## config.mk

```make
export PLATFORM = sky130hd
export DESIGN_NAME = tdc_meas_sequencer_flat
export DESIGN_NICKNAME = d
export VERILOG_FILES = /design/src/rtl/tdc_meas_sequencer_if.sv /design/src/rtl/tdc_meas_sequencer.sv /design/src/flat_wrapper.sv
export SDC_FILE = /design/constraint.sdc
export NUM_CORES = 1
export LEC_CHECK = 0
export ABC_CLOCK_PERIOD_IN_PS = 3300
export CAP_MARGIN = 30
export CORE_MARGIN = 2
export CORE_UTILIZATION = 55
export CTS_CLUSTER_DIAMETER = 30
export DETAILED_ROUTE_END_ITERATION = 8
export HOLD_SLACK_MARGIN = 0.02
export PLACE_DENSITY = 0.85
export SLEW_MARGIN = 10
export SYNTH_ARGS = -nofsm -noshare
export SYNTH_HDL_FRONTEND = slang
export SYNTH_SLANG_ARGS = --single-unit
```

## constraint.sdc

```tcl
create_clock -name clk -period 3.3 [get_ports clk]
set_input_delay 0.825 -clock clk [delete_from_list [all_inputs] [get_ports clk]]
set_output_delay 0.825 -clock clk [all_outputs]
set_load 0.02 [all_outputs]
```

## src/rtl/tdc_meas_sequencer_if.sv

```systemverilog
// SDK-side register/readout bus of the TDC measurement sequencer.
// The master is the SDK register block and the slave is the sequencer.
interface tdc_meas_sequencer_if #(
    parameter int FIFO_DEPTH = 8
);
    localparam int LW = $clog2(FIFO_DEPTH) + 1;

    logic          cfg_go;
    logic [15:0]   cfg_count;
    logic          cfg_abort;
    logic          fifo_rd_en;
    logic [63:0]   fifo_rd_data;
    logic          fifo_empty;
    logic [LW-1:0] fifo_level;
    logic          busy;
    logic [15:0]   ok_cnt;
    logic [15:0]   to_cnt;
    logic          timeout_err;
    logic          overflow_err;

    modport master (
        output cfg_go, cfg_count, cfg_abort, fifo_rd_en,
        input  fifo_rd_data, fifo_empty, fifo_level, busy,
               ok_cnt, to_cnt, timeout_err, overflow_err
    );

    modport slave (
        input  cfg_go, cfg_count, cfg_abort, fifo_rd_en,
        output fifo_rd_data, fifo_empty, fifo_level, busy,
               ok_cnt, to_cnt, timeout_err, overflow_err
    );
endinterface

```

## src/rtl/tdc_meas_sequencer.sv

```systemverilog
// TDC time-of-flight measurement sequencer.
// Gates the raw start/stop events into fixed-width pulses for the datapath,
// waits for its result with a timeout, and buffers results in a FWFT FIFO.
//
// state     | meaning
// ----------+-----------------------------------------------------------
// IDLE      | no run active; cfg_go starts a run
// ARM       | waiting for a start edge (no timeout)
// WAIT_STOP | start pulse issued, waiting for a stop edge (timed)
// WAIT_DONE | stop pulse issued, waiting for meas_done (timed)
// STORE     | one cycle: push captured result into the FIFO or drop it
// GAP       | holdoff so the datapath can settle before the next measurement
module tdc_meas_sequencer #(
    parameter int          FIFO_DEPTH  = 8,
    parameter int unsigned TIMEOUT_CYC = 1000000,
    parameter int          PULSE_LEN   = 4,
    parameter int          HOLDOFF     = 16
) (
    input  logic                      clk,
    input  logic                      reset_n,
    tdc_meas_sequencer_if.slave       bus,
    input  logic                      start_in,
    input  logic                      stop_in,
    output logic                      start_out,
    output logic                      stop_out,
    input  logic                      meas_done,
    input  logic [63:0]               meas_time
);
    localparam int AW = $clog2(FIFO_DEPTH);
    localparam int LW = AW + 1;
    localparam int PW = $clog2(PULSE_LEN) + 1;
    localparam int HW = $clog2(HOLDOFF) + 1;
    localparam logic [31:0]   TMO_LOAD   = 32'(TIMEOUT_CYC - 1);
    localparam logic [PW-1:0] PULSE_LOAD = PW'(PULSE_LEN - 1);
    localparam logic [HW-1:0] HOLD_LOAD  = HW'(HOLDOFF - 1);

    typedef enum logic [2:0] {
        IDLE, ARM, WAIT_STOP, WAIT_DONE, STORE, GAP
    } state_t;

    state_t        state;
    logic [2:0]    start_sync;
    logic [2:0]    stop_sync;
    logic          start_rise;
    logic          stop_rise;
    logic [15:0]   count_lat;
    logic [15:0]   ok_cnt;
    logic [15:0]   to_cnt;
    logic [15:0]   done_sum;
    logic          timeout_err;
    logic          overflow_err;
    logic [31:0]   tmo_cnt;
    logic [HW-1:0] hold_cnt;
    logic [PW-1:0] start_pcnt;
    logic [PW-1:0] stop_pcnt;
    logic [63:0]   meas_q;

    logic [63:0]   mem [FIFO_DEPTH];
    logic [AW-1:0] wr_ptr;
    logic [AW-1:0] rd_ptr;
    logic [LW-1:0] level;
    logic          fifo_full;
    logic          fifo_wr;
    logic          fifo_rd;

    // Bits [1:0] are the two-flop synchroniser, bit [2] is the edge-detect history.
    always_ff @(posedge clk or negedge reset_n) begin
        if (!reset_n) begin
            start_sync <= '0;
            stop_sync  <= '0;
        end else begin
            start_sync <= {start_sync[1:0], start_in};
            stop_sync  <= {stop_sync[1:0], stop_in};
        end
    end

    assign start_rise = start_sync[1] & ~start_sync[2];
    assign stop_rise  = stop_sync[1] & ~stop_sync[2];
    assign done_sum   = ok_cnt + to_cnt;

    // A full FIFO still accepts the write when the SDK pops in the same cycle.
    assign fifo_full = (level == LW'(FIFO_DEPTH));
    assign fifo_rd   = bus.fifo_rd_en && (level != '0);
    assign fifo_wr   = (state == STORE) && !bus.cfg_abort && (!fifo_full || bus.fifo_rd_en);

    // Sequencer FSM with pulse timers, timeout, holdoff and run counters.
    always_ff @(posedge clk or negedge reset_n) begin
        if (!reset_n) begin
            state        <= IDLE;
            count_lat    <= '0;
            ok_cnt       <= '0;
            to_cnt       <= '0;
            timeout_err  <= 1'b0;
            overflow_err <= 1'b0;
            tmo_cnt      <= '0;
            hold_cnt     <= '0;
            start_out    <= 1'b0;
            stop_out     <= 1'b0;
            start_pcnt   <= '0;
            stop_pcnt    <= '0;
            meas_q       <= '0;
        end else begin
            if (start_out) begin
                if (start_pcnt == '0) start_out <= 1'b0;
                else                  start_pcnt <= start_pcnt - 1'b1;
            end
            if (stop_out) begin
                if (stop_pcnt == '0) stop_out <= 1'b0;
                else                 stop_pcnt <= stop_pcnt - 1'b1;
            end

            if (bus.cfg_abort && state != IDLE) begin
                state     <= IDLE;
                start_out <= 1'b0;
                stop_out  <= 1'b0;
            end else begin
                case (state)
                    IDLE: begin
                        if (bus.cfg_go) begin
                            count_lat    <= bus.cfg_count;
                            ok_cnt       <= '0;
                            to_cnt       <= '0;
                            timeout_err  <= 1'b0;
                            overflow_err <= 1'b0;
                            state        <= ARM;
                        end
                    end
                    ARM: begin
                        if (start_rise) begin
                            start_out  <= 1'b1;
                            start_pcnt <= PULSE_LOAD;
                            tmo_cnt    <= TMO_LOAD;
                            state      <= WAIT_STOP;
                        end
                    end
                    WAIT_STOP: begin
                        if (stop_rise) begin
                            stop_out  <= 1'b1;
                            stop_pcnt <= PULSE_LOAD;
                            tmo_cnt   <= TMO_LOAD;
                            state     <= WAIT_DONE;
                        end else if (tmo_cnt == '0) begin
                            to_cnt      <= to_cnt + 16'd1;
                            timeout_err <= 1'b1;
                            hold_cnt    <= HOLD_LOAD;
                            state       <= GAP;
                        end else begin
                            tmo_cnt <= tmo_cnt - 32'd1;
                        end
                    end
                    WAIT_DONE: begin
                        if (meas_done) begin
                            meas_q <= meas_time;
                            state  <= STORE;
                        end else if (tmo_cnt == '0) begin
                            to_cnt      <= to_cnt + 16'd1;
                            timeout_err <= 1'b1;
                            hold_cnt    <= HOLD_LOAD;
                            state       <= GAP;
                        end else begin
                            tmo_cnt <= tmo_cnt - 32'd1;
                        end
                    end
                    STORE: begin
                        ok_cnt <= ok_cnt + 16'd1;
                        if (!fifo_wr) overflow_err <= 1'b1;
                        hold_cnt <= HOLD_LOAD;
                        state    <= GAP;
                    end
                    GAP: begin
                        if (hold_cnt == '0) begin
                            if (count_lat != '0 && done_sum == count_lat) state <= IDLE;
                            else                                          state <= ARM;
                        end else begin
                            hold_cnt <= hold_cnt - 1'b1;
                        end
                    end
                    default: state <= IDLE;
                endcase
            end
        end
    end

    // Result FIFO storage, pointers and occupancy; head is presented combinationally.
    always_ff @(posedge clk or negedge reset_n) begin
        if (!reset_n) begin
            wr_ptr <= '0;
            rd_ptr <= '0;
            level  <= '0;
            for (int i = 0; i < FIFO_DEPTH; i++) mem[i] <= '0;
        end else begin
            if (fifo_wr) begin
                mem[wr_ptr] <= meas_q;
                wr_ptr      <= wr_ptr + 1'b1;
            end
            if (fifo_rd) rd_ptr <= rd_ptr + 1'b1;
            if (fifo_wr && !fifo_rd)      level <= level + 1'b1;
            else if (!fifo_wr && fifo_rd) level <= level - 1'b1;
        end
    end

    assign bus.fifo_rd_data = mem[rd_ptr];
    assign bus.fifo_empty   = (level == '0);
    assign bus.fifo_level   = level;
    assign bus.busy         = (state != IDLE);
    assign bus.ok_cnt       = ok_cnt;
    assign bus.to_cnt       = to_cnt;
    assign bus.timeout_err  = timeout_err;
    assign bus.overflow_err = overflow_err;
endmodule

```

## src/flat_wrapper.sv

```systemverilog
// flat-port wrapper written by rule: the top's interface ports become plain ports
module tdc_meas_sequencer_flat 
#(
    parameter int          FIFO_DEPTH  = 8,
    parameter int unsigned TIMEOUT_CYC = 1000000,
    parameter int          PULSE_LEN   = 4,
    parameter int          HOLDOFF     = 16
)
  (clk, reset_n, start_in, stop_in, start_out, stop_out, meas_done, meas_time, bus_cfg_go, bus_cfg_count, bus_cfg_abort, bus_fifo_rd_en, bus_fifo_rd_data, bus_fifo_empty, bus_fifo_level, bus_busy, bus_ok_cnt, bus_to_cnt, bus_timeout_err, bus_overflow_err);
  tdc_meas_sequencer_if #(.FIFO_DEPTH(FIFO_DEPTH)) bus_i ();
  input  logic clk;
  input  logic reset_n;
  input  logic start_in;
  input  logic stop_in;
  output logic start_out;
  output logic stop_out;
  input  logic meas_done;
  input  logic [63:0] meas_time;
  input wire logic [$bits(bus_i.cfg_go)-1:0] bus_cfg_go;
  input wire logic [$bits(bus_i.cfg_count)-1:0] bus_cfg_count;
  input wire logic [$bits(bus_i.cfg_abort)-1:0] bus_cfg_abort;
  input wire logic [$bits(bus_i.fifo_rd_en)-1:0] bus_fifo_rd_en;
  output wire logic [$bits(bus_i.fifo_rd_data)-1:0] bus_fifo_rd_data;
  output wire logic [$bits(bus_i.fifo_empty)-1:0] bus_fifo_empty;
  output wire logic [$bits(bus_i.fifo_level)-1:0] bus_fifo_level;
  output wire logic [$bits(bus_i.busy)-1:0] bus_busy;
  output wire logic [$bits(bus_i.ok_cnt)-1:0] bus_ok_cnt;
  output wire logic [$bits(bus_i.to_cnt)-1:0] bus_to_cnt;
  output wire logic [$bits(bus_i.timeout_err)-1:0] bus_timeout_err;
  output wire logic [$bits(bus_i.overflow_err)-1:0] bus_overflow_err;
  assign bus_i.cfg_go = bus_cfg_go;
  assign bus_i.cfg_count = bus_cfg_count;
  assign bus_i.cfg_abort = bus_cfg_abort;
  assign bus_i.fifo_rd_en = bus_fifo_rd_en;
  assign bus_fifo_rd_data = bus_i.fifo_rd_data;
  assign bus_fifo_empty = bus_i.fifo_empty;
  assign bus_fifo_level = bus_i.fifo_level;
  assign bus_busy = bus_i.busy;
  assign bus_ok_cnt = bus_i.ok_cnt;
  assign bus_to_cnt = bus_i.to_cnt;
  assign bus_timeout_err = bus_i.timeout_err;
  assign bus_overflow_err = bus_i.overflow_err;
  tdc_meas_sequencer #(.FIFO_DEPTH(FIFO_DEPTH), .TIMEOUT_CYC(TIMEOUT_CYC), .PULSE_LEN(PULSE_LEN), .HOLDOFF(HOLDOFF)) u_core (.clk(clk), .reset_n(reset_n), .bus(bus_i), .start_in(start_in), .stop_in(stop_in), .start_out(start_out), .stop_out(stop_out), .meas_done(meas_done), .meas_time(meas_time));
endmodule
```

## Yosys cells after proc, flatten, opt, wreduce, memory -nomap -nowiden

Cells that the tools add are included.

| cells by class | value |
|---|---|
| bitwise logic cells | 7 |
| reduce and logical (&&, ||, !) cells | 35 |
| order comparisons | 3 |
| mux-type cells | 60 |
| add/sub/neg operators | 11 |
| eq/ne operators | 16 |

Operators by type and width:

| cell | count |
|---|---|
| 512-bit bitwise mux | 1 |
| 64-bit binary-select mux with 3-bit select | 1 |
| 64-bit demux with 3-bit select | 1 |
| 64-bit two-way mux | 3 |
| 32-bit two-way mux | 4 |
| 32-bit case mux with 3 select lines | 1 |
| 16-bit two-way mux | 4 |
| 3-bit two-way mux | 17 |
| 16-bit case mux with 3 select lines | 1 |
| 16-bit by 1-bit adder with 16-bit output (second input constant) | 2 |
| 32-bit zero test | 1 |
| 16-bit case mux with 2 select lines | 1 |
| 32-bit by 1-bit subtractor with 32-bit output (second input constant) | 1 |
| 5-bit two-way mux | 4 |
| 5-bit case mux with 4 select lines | 1 |
| 3-bit case mux with 6 select lines | 1 |
| 16-bit adder | 1 |
| 16-bit equality test | 1 |
| 1-bit two-way mux | 16 |
| 16-bit nonzero test | 1 |
| 3-bit AND reduction | 4 |
| 2-bit inequality test (second input constant) | 5 |
| 5-bit AND reduction | 2 |
| 3-bit zero test | 3 |
| 29 further kinds | 55 |

| storage, ports and cells | value |
|---|---|
| output and inout bits | 106 |
| flip-flop bits (word level) | 690 |
| logic and storage cells | 158 |
| input port bits | 88 |

## Depth between registers and ports, before layout

Gate-level depths: netlist (run 1).

| depth | value |
|---|---|
| depth in word-level cells | 8 |
| depth in mapped cells | 12 |
| depth with buffers taken out | 11 |

## Worst setup path before layout (run 1)

No wires, ideal clock.

| timing path | value |
|---|---|
| path kind | reg-to-output |
| start | reg u_core.rd_ptr[0] |
| end | out bus_fifo_rd_data[44] |
| arrival time | 2330 ps |
| data required time | 2475 ps |
| setup slack | 145 ps |
| path buffers | 2 |
| stages on the path, launching flop included | 5 |
| cells stage by stage | dfrtp_1 buf_1 buf_1 mux4_2 mux2_2 |

| on the way | value |
|---|---|
| cells in the longest elaborated chain, start to end | 4 |

RTL lines:

| item | line | text |
|---|---|---|
| from (decl) | tdc_meas_sequencer.sv:60 | `logic [AW-1:0] rd_ptr;` |
| from (signal assigned) | tdc_meas_sequencer.sv:196 | `if (fifo_rd) rd_ptr <= rd_ptr + 1'b1;` |
| 3-bit NOT with 4-bit output (implied by the code) | tdc_meas_sequencer.sv:202 | `assign bus.fifo_rd_data = mem[rd_ptr];` |
| 64-bit binary-select mux with 3-bit select | tdc_meas_sequencer.sv:202 |  |
| 64-bit two-way mux (implied by the code) (2 in series) | tdc_meas_sequencer.sv:202 |  |
| to (decl) | flat_wrapper.sv:23 | `output wire logic [$bits(bus_i.fifo_rd_data)-1:0] bus_fifo_rd_data;` |

No other way between the ends. The select of a mux whose other input is x is not followed.

## Worst setup path after layout (run 1)

| timing path | value |
|---|---|
| start | reg u_core.rd_ptr[0] |
| end | out bus_fifo_rd_data[61] |

Same word-level chain as after synthesis.

==> out/results.ini, run 1 <==
[sta]
holdWs_ns = 0.117
period_needed_ns = 3.48
fin_worst_skew_ns = 0.0273
drv_slew = 0
rsz0062_at_grt = true
fin_crit_sh = 1.05
hold_viol_final = 0
setup_slack_ns = -0.178
fmaxAchievable_mhz = 288
setup_viol = 59
slew_headroom = 0.482
worstMarginPinSlew_ns = 0.770

[worst_setup_path]
cp.required_ns = 2.47
end_kind = output port
crit_top_cell = buf_4
path_cells = buf_4, buf_16, buf_4, mux4_2, mux2_2, buf_4
path_class = reg2out
cp.arrival_ns = 2.65
max_stage_delay_ns = 0.53
start_kind = register
critical_path.slowest_cell = dfrtp_4
crit_path_max_fanout = 6

[synth]
synth_area_mm2 = 0.0315
synth_top_family_by_area = multiplexers
yosysWarnings = 0
synth.area.mux_share = 0.330
ys_seq_area_frac = 0.548
synth_xor_area_frac = 0.0208
synth_fp_nets = 2259
synth_cell_types = 69
async_reset_ff_frac = 1.00
syn_inst = 2139
synth-edff-count = 0
avgSynthCellArea_um2 = 14.7
synth_ff_type = dfrtp_1
yosys.area_share.simple = 0.0461
synthAdderAreaFrac = 0.0132
ys_seq_elements = 690
synth_compound_area_frac = 0.0247

[min_path]
min_path_type = in2async

[finish]
fin_cells = 3367
diodes = 0
layout_common_cells = dfrtp_1, mux2_2, clkbuf_16
seq_area_mm2 = 0.0173
nFillCells = 3176
drive_gt1_frac = 0.484
design_area_mm2 = 0.0412
fin_nets = 2621
final_common_cell = dfrtp_1
multi_input_area_mm2 = 0.0139
area.growth.synth_to_final_pct = 30.5

[cts]
cts_buffers = 135
clk_pin_slew_ns = 0.05
holdBufCountCts = 0
root_buffer = clkbuf_16
insertion_delay_ns = 0.72
cts_tree = built
clock-sinks = 690
h-tree-depth = 4
clockBufferDepth = 3

[status]
violations = negative setup slack
status = complete, but fails checks

[global_routing]
met1_usage = 0.358
track_usage = 0.283
met3_usage = 0.0572
grt_max_degree = 67
grt_overflow_total = 0
grt_pass1_wl_um = 129000
antenna_found_initial = 2
grtUsageMet2 = 0.471
busiest_layer = met2
grt_pass1_vias = 22482

[floorplan]
ioPinCount = 194
die_h_um = 243
coreArea_mm2 = 0.0565
initial_utilization = 0.558
dieArea_mm2 = 0.0593
die_w_um = 243
row_count = 87

[place]
portBuffers = 193
placed_cell_area_mm2 = 0.0355
dp_hpwl_um = 47200
dp_cells = 3078
gp_congestion = 0.910

[routing]
drc = 0
drt_pre_antenna_iters = 5
drt.antenna.violating_nets = 0
vias_per_cell = 6.12
wire_per_inst_um = 25.3
dr_total_vias = 20621
first_iter_violations = 1533
wl_um = 85000

[power_and_ir_drop]
p_leak_uw = 0.0197
vdd_drop_max_v = 0.000563
pwr_density_cell_mw_per_mm2 = 724

[flow_run]
maxCapViolations = 0

-- metrics by stage --
stage	utilization	total power, uW	setup WS, ns	setup TNS (ns)
5_1_grt	0.728	30900	-0.206	-7.33
4_1_cts	0.718	29300	-0.295	-9.93
6_report	0.728	29800	-0.178	-3.79
3_5_place_dp	0.629	14500	-0.0959	-2.45
2_1_floorplan	-	12600	0.145	0
3_3_place_gp	0.629	14300	-0.102	-1.52
-- power by group --
part / switching (uW) / internal [uW]
logic: 2490 / 2760
clock network: 4920 / 9400
registers: 1130 / 9100
-- worst max-delay path, delay by kind of cell, from the launching register on --
kind                   cells  cell delay, ns
buffers and inverters      4            0.62
flip-flops                 1            0.53
multiplexers               2            0.78
-- registers in the layout (all words and copies together), names as in the netlist, 4 cells and up --
| name | flops |
|---|---|
| u_core.mem | 512 |
| u_core.meas_q | 64 |
| u_core.tmo_cnt | 32 |
| u_core.bus.ok_cnt | 16 |
| u_core.bus.to_cnt | 16 |
| u_core.count_lat | 16 |
| u_core.hold_cnt | 5 |
| u_core.bus.fifo_level | 4 |
-- what timing repair did --
action / CTS / global route
setup endpoints to repair: 64 / 63
cloned: 3 / 5
resized for setup: 242 / 182
setup buffers: 14 / 21
-- cell families (layout without fill, tap and decap cells) --
logic type	Yosys count	count (layout)
AO/OA/AOI/OAI	123	123
XOR/XNOR	75	75
adder cells (fa/ha/maj)	32	32
buffers and inverters	141	613
flip-flops	690	690
multiplexers	796	796
AND/OR/NAND/NOR	282	282
-- Yosys cell counts (12+ instances only) --
library cell | instances | area share
mux4_2 | 128 | 0.091
nor4_1 | 15 | 0.0030
a21o_1 | 12 | 0.0029
clkbuf_1 | 82 | 0.0098
nor3_1 | 21 | 0.0033
nand2_1 | 70 | 0.0083
dfrtp_1 | 690 | 0.55
nand4_1 | 18 | 0.0036
o21ai_0 | 31 | 0.0049
ha_1 | 30 | 0.012
inv_1 | 23 | 0.0027
nand3_1 | 17 | 0.0027
nor2_1 | 76 | 0.0090
mux2_2 | 661 | 0.24
xor2_1 | 38 | 0.011
a21oi_1 | 39 | 0.0062
xnor2_1 | 37 | 0.010
buf_1 | 20 | 0.0024
buf_2 | 14 | 0.0022
-- path summary, 6_finish.rpt --
check,endpoint,start,cells past startpoint,slack (ns)
max,bus_fifo_rd_data[61],u_core.rd_ptr[0],6,-0.18
min,u_core.mem[254],reset_n,1,0.12
max reg2reg,u_core.bus.to_cnt[15],u_core.tmo_cnt[6],8,0.43
min reg2reg,u_core.start_sync[1],u_core.start_sync[0],0,0.36
max in group asynchronous,u_core.mem[51],reset_n,3,2.14
min in group clk,u_core.start_sync[1],u_core.start_sync[0],0,0.36
-- cell type report --
cell class	instances	area share
timing repair buffer	343	0.0987
multi-input combinational	1308	0.338
clock inverter	83	0.0293
inverter	23	0.00210
clock buffer	164	0.0891
sequential	690	0.420
tap	756	0.0230
-- per-layer routing --
layer,wire (um),share of wire
met1,33500,0.39
met2,43800,0.52
met3,4790,0.056
met4,2950,0.035
met5,16,0.00019
(Power assumes the default switching activity.)
==> run 2, diff against run 1 <==
==> constraint.sdc (replaced) <==
create_clock -name clk -period 3.3 [get_ports clk]
set_input_delay 0.66 -clock clk [delete_from_list [all_inputs] [get_ports clk]]
set_output_delay 0.66 -clock clk [all_outputs]
set_load 0.02 [all_outputs]
==> out/results.ini, run 2 (synthesized netlist as in run 1, its figures left out) <==
[cts]
cts_buffers = 133  ; -1.5%
insertion_delay_ns = 0.72  ; about the same
root_buffer = clkbuf_16
cts_tree = built
clockBufferDepth = 3  ; unchanged
h-tree-depth = 4  ; unchanged
clock-sinks = 690  ; unchanged
clk_pin_slew_ns = 0.05  ; about the same

[place]
dp_cells = 3058  ; -0.65%
gp_congestion = 0.889  ; -2.3%
dp_hpwl_um = 46900  ; -0.66%
placed_cell_area_mm2 = 0.0352  ; -0.88%
portBuffers = 193  ; unchanged

[worst_setup_path]
path_class = reg2out
critical_path.slowest_cell = mux4_2
cp.required_ns = 2.64  ; +0.17 ns
r2r-end = u_core.state[0]
end_kind = output port
r2r-start = u_core.bus.ok_cnt[0]
rrSetupSlack_ns = 0.26  ; -0.17 ns
cp_top_family = multiplexers
crit_top_cell = buf_12
startpoint = u_core.rd_ptr[0]
cp.arrival_ns = 2.71  ; +0.06 ns
critical_path_buf_inv_count = 4  ; unchanged
path_depth = 6  ; unchanged
max_stage_delay_ns = 0.56  ; +0.03 ns
setup.worst_path.end = bus_fifo_rd_data[26]
start_kind = register
reg2reg_depth = 10  ; +2
crit_path_max_fanout = 6  ; unchanged
path_cells = buf_12, buf_12, buf_16, mux4_2, mux2_2, buf_2

[finish]
seq_area_mm2 = 0.0173  ; unchanged
utilization = 0.713  ; -0.0149
final_common_cell = dfrtp_1
fin_cells = 3325  ; -1.2%
regMostFlops = u_core.mem
design_area_mm2 = 0.0403  ; -2.0%
largest_reg_flops = 512  ; unchanged
area.growth.synth_to_final_pct = 27.9
layout_common_cells = dfrtp_1, mux2_2, clkbuf_16
reg_top3 = u_core.mem: 512 flops, u_core.meas_q: 64 flops, u_core.tmo_cnt: 32 flops
drive_gt1_frac = 0.471  ; -0.0139
multi_input_area_mm2 = 0.0138  ; -0.45%
diodes = 0  ; unchanged
fin_nets = 2588  ; -1.3%
nFillCells = 3295  ; +3.7%

[power_and_ir_drop]
p_leak_uw = 0.0193  ; -1.8%
pwr_density_cell_mw_per_mm2 = 724  ; about the same
vdd_drop_max_v = 0.000574  ; +2.0%

[global_routing]
grtUsageMet2 = 0.478  ; +0.00729
grt_pass1_wl_um = 130000  ; +0.45%
grt_pass1_vias = 22432  ; -0.22%
grt_overflow_total = 0  ; unchanged
grt_max_degree = 84  ; +25%
met1_usage = 0.362  ; +0.00447
track_usage = 0.284  ; +0.00107
antenna_found_initial = 1  ; -1
busiest_layer = met2
met3_usage = 0.0589  ; +0.00176

[floorplan]
ioPinCount = 194  ; unchanged
row_count = 87  ; unchanged
coreArea_mm2 = 0.0565  ; unchanged
die_w_um = 243  ; unchanged
dieArea_mm2 = 0.0593  ; unchanged
initial_utilization = 0.558  ; unchanged
die_h_um = 243  ; unchanged

[routing]
dr_total_vias = 20376  ; -1.2%
drt.antenna.violating_nets = 0  ; unchanged
drc = 0  ; unchanged
vias_per_cell = 6.13  ; about the same
wl_um = 84000  ; -1.2%
wire_per_inst_um = 25.3  ; about the same
drt_pre_antenna_iters = 6  ; +1
first_iter_violations = 1534  ; +0.065%

[sta]
setup_viol = 1  ; -98%
drv_slew = 0  ; unchanged
worstMarginPinSlew_ns = 0.845  ; +0.0750 ns
fin_worst_skew_ns = 0.0406  ; +0.0133 ns
fin_crit_sh = 1.02  ; -0.0340
rsz0062_at_grt = true
setup_slack_ns = -0.0655  ; +0.112 ns
hold_viol_final = 0  ; unchanged
fmaxAchievable_mhz = 297  ; +3.3%
setup_tns_ns = -0.0655  ; +3.73 ns
period_needed_ns = 3.37  ; -0.112 ns
slew_headroom = 0.436  ; -0.0460

[min_path]
min_path_type = reg2reg

[flow_run]
maxCapViolations = 0  ; unchanged

[status]
violations = negative setup slack
status = complete, but fails checks

## run 2: final cells by class
type | instances | area share
sequential | 690 | 0.429
multi-input combinational | 1308 | 0.343
timing repair buffer | 312 | 0.0893
inverter | 23 | 0.00214
clock buffer | 169 | 0.0915
tap | 756 | 0.0235
clock inverter | 67 | 0.0216
## run 2: worst min-delay path by stage
stage | startpoint | end | slack, ns | cells after the start
2_1_floorplan | u_core.start_sync[0] | u_core.start_sync[1] | 0.33 | 0
3_3_place_gp | u_core.start_sync[0] | u_core.start_sync[1] | 0.34 | 0
3_5_place_dp | u_core.stop_sync[0] | u_core.stop_sync[1] | 0.35 | 0
4_1_cts | u_core.start_sync[0] | u_core.start_sync[1] | 0.37 | 0
5_1_grt | u_core.start_sync[0] | u_core.start_sync[1] | 0.37 | 0
6_report | u_core.start_sync[0] | u_core.start_sync[1] | 0.36 | 0
## run 2: what timing repair did
action	in CTS	in global routing
cloned	9	4
setup buffers	9	9
hold endpoints to repair	5	0
resized for setup	210	96
hold buffers	1	0
endpoints found under the setup margin	64	45
## run 2: metal layers
metal	up-vias	share of wire
met5	-	0.000083
met4	2	0.027
met3	181	0.052
met2	736	0.52
met1	10839	0.40
li1	8618	-
## run 2: power breakdown
part / total, uW / switching, uW / internal (uW)
registers: 10300 / 1250 / 9100
logic: 5120 / 2410 / 2710
clock network: 13700 / 4560 / 9150
## run 2: through the flow
step,hold slack [ns],setup WS [ns],power [uW]
after floorplan,0.331,0.310,12600
after global placement,0.340,0.0278,14300
after detailed placement,0.347,0.0172,14400
after CTS,0.365,-0.146,28900
after global routing,0.369,-0.0761,30200
final,0.361,-0.0655,29200
==> run 3, diff against run 2 <==
CORE_UTILIZATION = 40   (was 55)
PLACE_DENSITY = 0.67   (was 0.85)
==> out/results.ini, run 3 (synthesized netlist as in run 1, its figures left out) <==
[worst_setup_path]
startpoint = u_core.rd_ptr[0]
cp.arrival_ns = 2.65  ; -0.06 ns
start_kind = register
cp_top_family = multiplexers
cp.required_ns = 2.64  ; about the same
max_stage_delay_ns = 0.52  ; -0.04 ns
path_cells = buf_12, buf_12, buf_16, mux4_2, mux2_2, clkbuf_2
critical_path_buf_inv_count = 4  ; unchanged
end_kind = output port
critical_path.slowest_cell = mux4_2
crit_path_max_fanout = 18  ; +12
r2r-start = u_core.bus.ok_cnt[0]
rrSetupSlack_ns = 0.22  ; -0.04 ns
r2r-end = u_core.state[0]
reg2reg_depth = 10  ; unchanged
path_class = reg2out
crit_top_cell = buf_12

[cts]
clk_pin_slew_ns = 0.05  ; about the same
cts_buffers = 147  ; +11%
clock-sinks = 690  ; unchanged
root_buffer = clkbuf_16
clockBufferDepth = 3  ; unchanged
cts_tree = built
h-tree-depth = 4  ; unchanged
insertion_delay_ns = 0.72  ; about the same

[floorplan]
die_w_um = 285  ; +17%
coreArea_mm2 = 0.0777  ; +38%
initial_utilization = 0.406  ; -0.152
ioPinCount = 194  ; unchanged
dieArea_mm2 = 0.0811  ; +37%
die_h_um = 285  ; +17%
row_count = 102  ; +17%

[min_path]
min_to = u_core.stop_sync[1]
hold_path_depth = 0  ; unchanged
min_from = u_core.stop_sync[0]
min_path_type = reg2reg

[sta]
fin_worst_skew_ns = 0.0320  ; -0.00865 ns
fin_crit_sh = 1.00  ; -0.0154
worstMarginPinSlew_ns = 0.650  ; -0.195 ns
period_needed_ns = 3.31  ; -0.0507 ns
setup_tns_ns = -0.0148  ; +0.0507 ns
setup_slack_ns = -0.0148  ; +0.0507 ns
drv_slew = 0  ; unchanged
rsz0062_at_grt = true
setup_viol = 1  ; unchanged
hold_viol_final = 0  ; unchanged
slew_headroom = 0.562  ; +0.125
fmaxAchievable_mhz = 302  ; +1.5%

[global_routing]
grt_max_degree = 104  ; +24%
grt_pass1_vias = 21593  ; -3.7%
antenna_found_initial = 0  ; -1
grt_overflow_total = 0  ; unchanged
grt_pass1_wl_um = 124000  ; -4.2%
track_usage = 0.196  ; -0.0877

[finish]
layout_common_cells = dfrtp_1, mux2_2, clkbuf_16
area.growth.synth_to_final_pct = 30.2
design_area_mm2 = 0.0410  ; +1.8%
diodes = 0  ; unchanged
reg_top3 = u_core.mem: 512 flops, u_core.meas_q: 64 flops, u_core.tmo_cnt: 32 flops
regMostFlops = u_core.mem
final_common_cell = dfrtp_1
largest_reg_flops = 512  ; unchanged
fin_nets = 2594  ; +0.23%
drive_gt1_frac = 0.481  ; +0.00991
nFillCells = 6212  ; +89%
fin_cells = 3633  ; +9.3%

[power_and_ir_drop]
pwr-share-clk = 0.506  ; +0.036
p_int_uw = 22300  ; +6.3%
seq_power_share = 0.337  ; -0.018
p_total_uw = 30500  ; +4.5%
sw_frac_of_total = 0.269  ; -0.0125
pwr_density_cell_mw_per_mm2 = 743  ; +2.6%
p_leak_uw = 0.0196  ; +1.2%
pwr-share-comb = 0.157  ; -0.018
p_sw_uw = 8200  ; -0.12%
vdd_drop_max_v = 0.000475  ; -17%

[place]
preCtsSetupSlack_ns = 0.0942  ; +0.0770 ns
dp_hpwl_um = 48700  ; +3.8%
portBuffers = 193  ; unchanged
placed_cell_area_mm2 = 0.0356  ; +1.2%
gp_congestion = 0.849  ; -4.5%
dp_cells = 3345  ; +9.4%

[routing]
wire_per_inst_um = 21.6  ; -14%
drt_pre_antenna_iters = 5  ; -1
wl_um = 78500  ; -6.5%
drt.antenna.violating_nets = 0  ; unchanged
drc = 0  ; unchanged
dr_total_vias = 19676  ; -3.4%
first_iter_violations = 1023  ; -33%
vias_per_cell = 5.42  ; -12%

[status]
violations = negative setup slack
status = complete, but fails checks

[flow_run]
maxCapViolations = 0  ; unchanged

[run 3: cell types whose count changed in the layout (fill, tap and decap cells not counted), moves of 8 or more]
cell / change
mux2_2: +12
mux2_4: -12
clkbuf_2: +13
clkbuf_1: -8
clkbuf_8: +13
clkdlybuf4s15_1: -8
clkbuf_16: +14
buf_6: -10
[run 3: what timing repair did]
| item | CTS | global route |
|---|---|---|
| cloned | 0 | 4 |
| buffers inserted | 6 | 9 |
| endpoints found under the hold margin | 50 | 0 |
| resized for setup | 165 | 83 |
| pin swaps | 0 | 0 |
| hold buffers | 1 | 0 |
| setup endpoints to repair | 64 | 39 |
[run 3: stage by stage]
step | util | hold WS [ns]
floorplan | - | 0.331
global placement | 0.458 | 0.366
detailed placement | 0.458 | 0.336
CTS | 0.527 | 0.355
global route | 0.528 | 0.377
finish | 0.528 | 0.368
[run 3: cell type report]
type                    instances  area (um2)  area share
inverters                      23        86.3     0.00210
clock inverters                80        1110      0.0271
repair buffers                304        3310      0.0807
clock buffers                 188        4190       0.102
flip-flops and latches        690       17300       0.421
well taps                    1040        1300      0.0317
multi-input cells            1308       13800       0.335
[run 3: power groups by stage]
stage / combinational [uW] / clock, uW / sequential, uW
6_report: 4800 / 15400 / 10300
5_1_grt: 5170 / 16200 / 10400
4_1_cts: 4510 / 15700 / 10300
3_5_place_dp: 4150 / 0 / 10500
3_3_place_gp: 4050 / 0 / 10400
2_1_floorplan: 2780 / 0 / 9870
[run 3: how the worst max path moves through the flow]
stage / to / slack [ns] / cells after the start
2_1_floorplan: bus_fifo_rd_data[44] / 0.31 / 4
3_3_place_gp: u_core.mem[393] / 0.13 / 9
3_5_place_dp: u_core.bus.fifo_level[3] / 0.09 / 13
4_1_cts: bus_fifo_rd_data[18] / -0.13 / 5
5_1_grt: bus_fifo_rd_data[58] / -0.11 / 6
6_report: bus_fifo_rd_data[58] / -0.01 / 6
[run 3: per-layer routing]
layer,wire [um],vias to the layer above,GRT usage
met3,3390,118,0.0418
met5,0,-,0
li1,-,8642,-
met4,1440,0,0.0672
met1,34400,10481,0.259
met2,39300,435,0.323
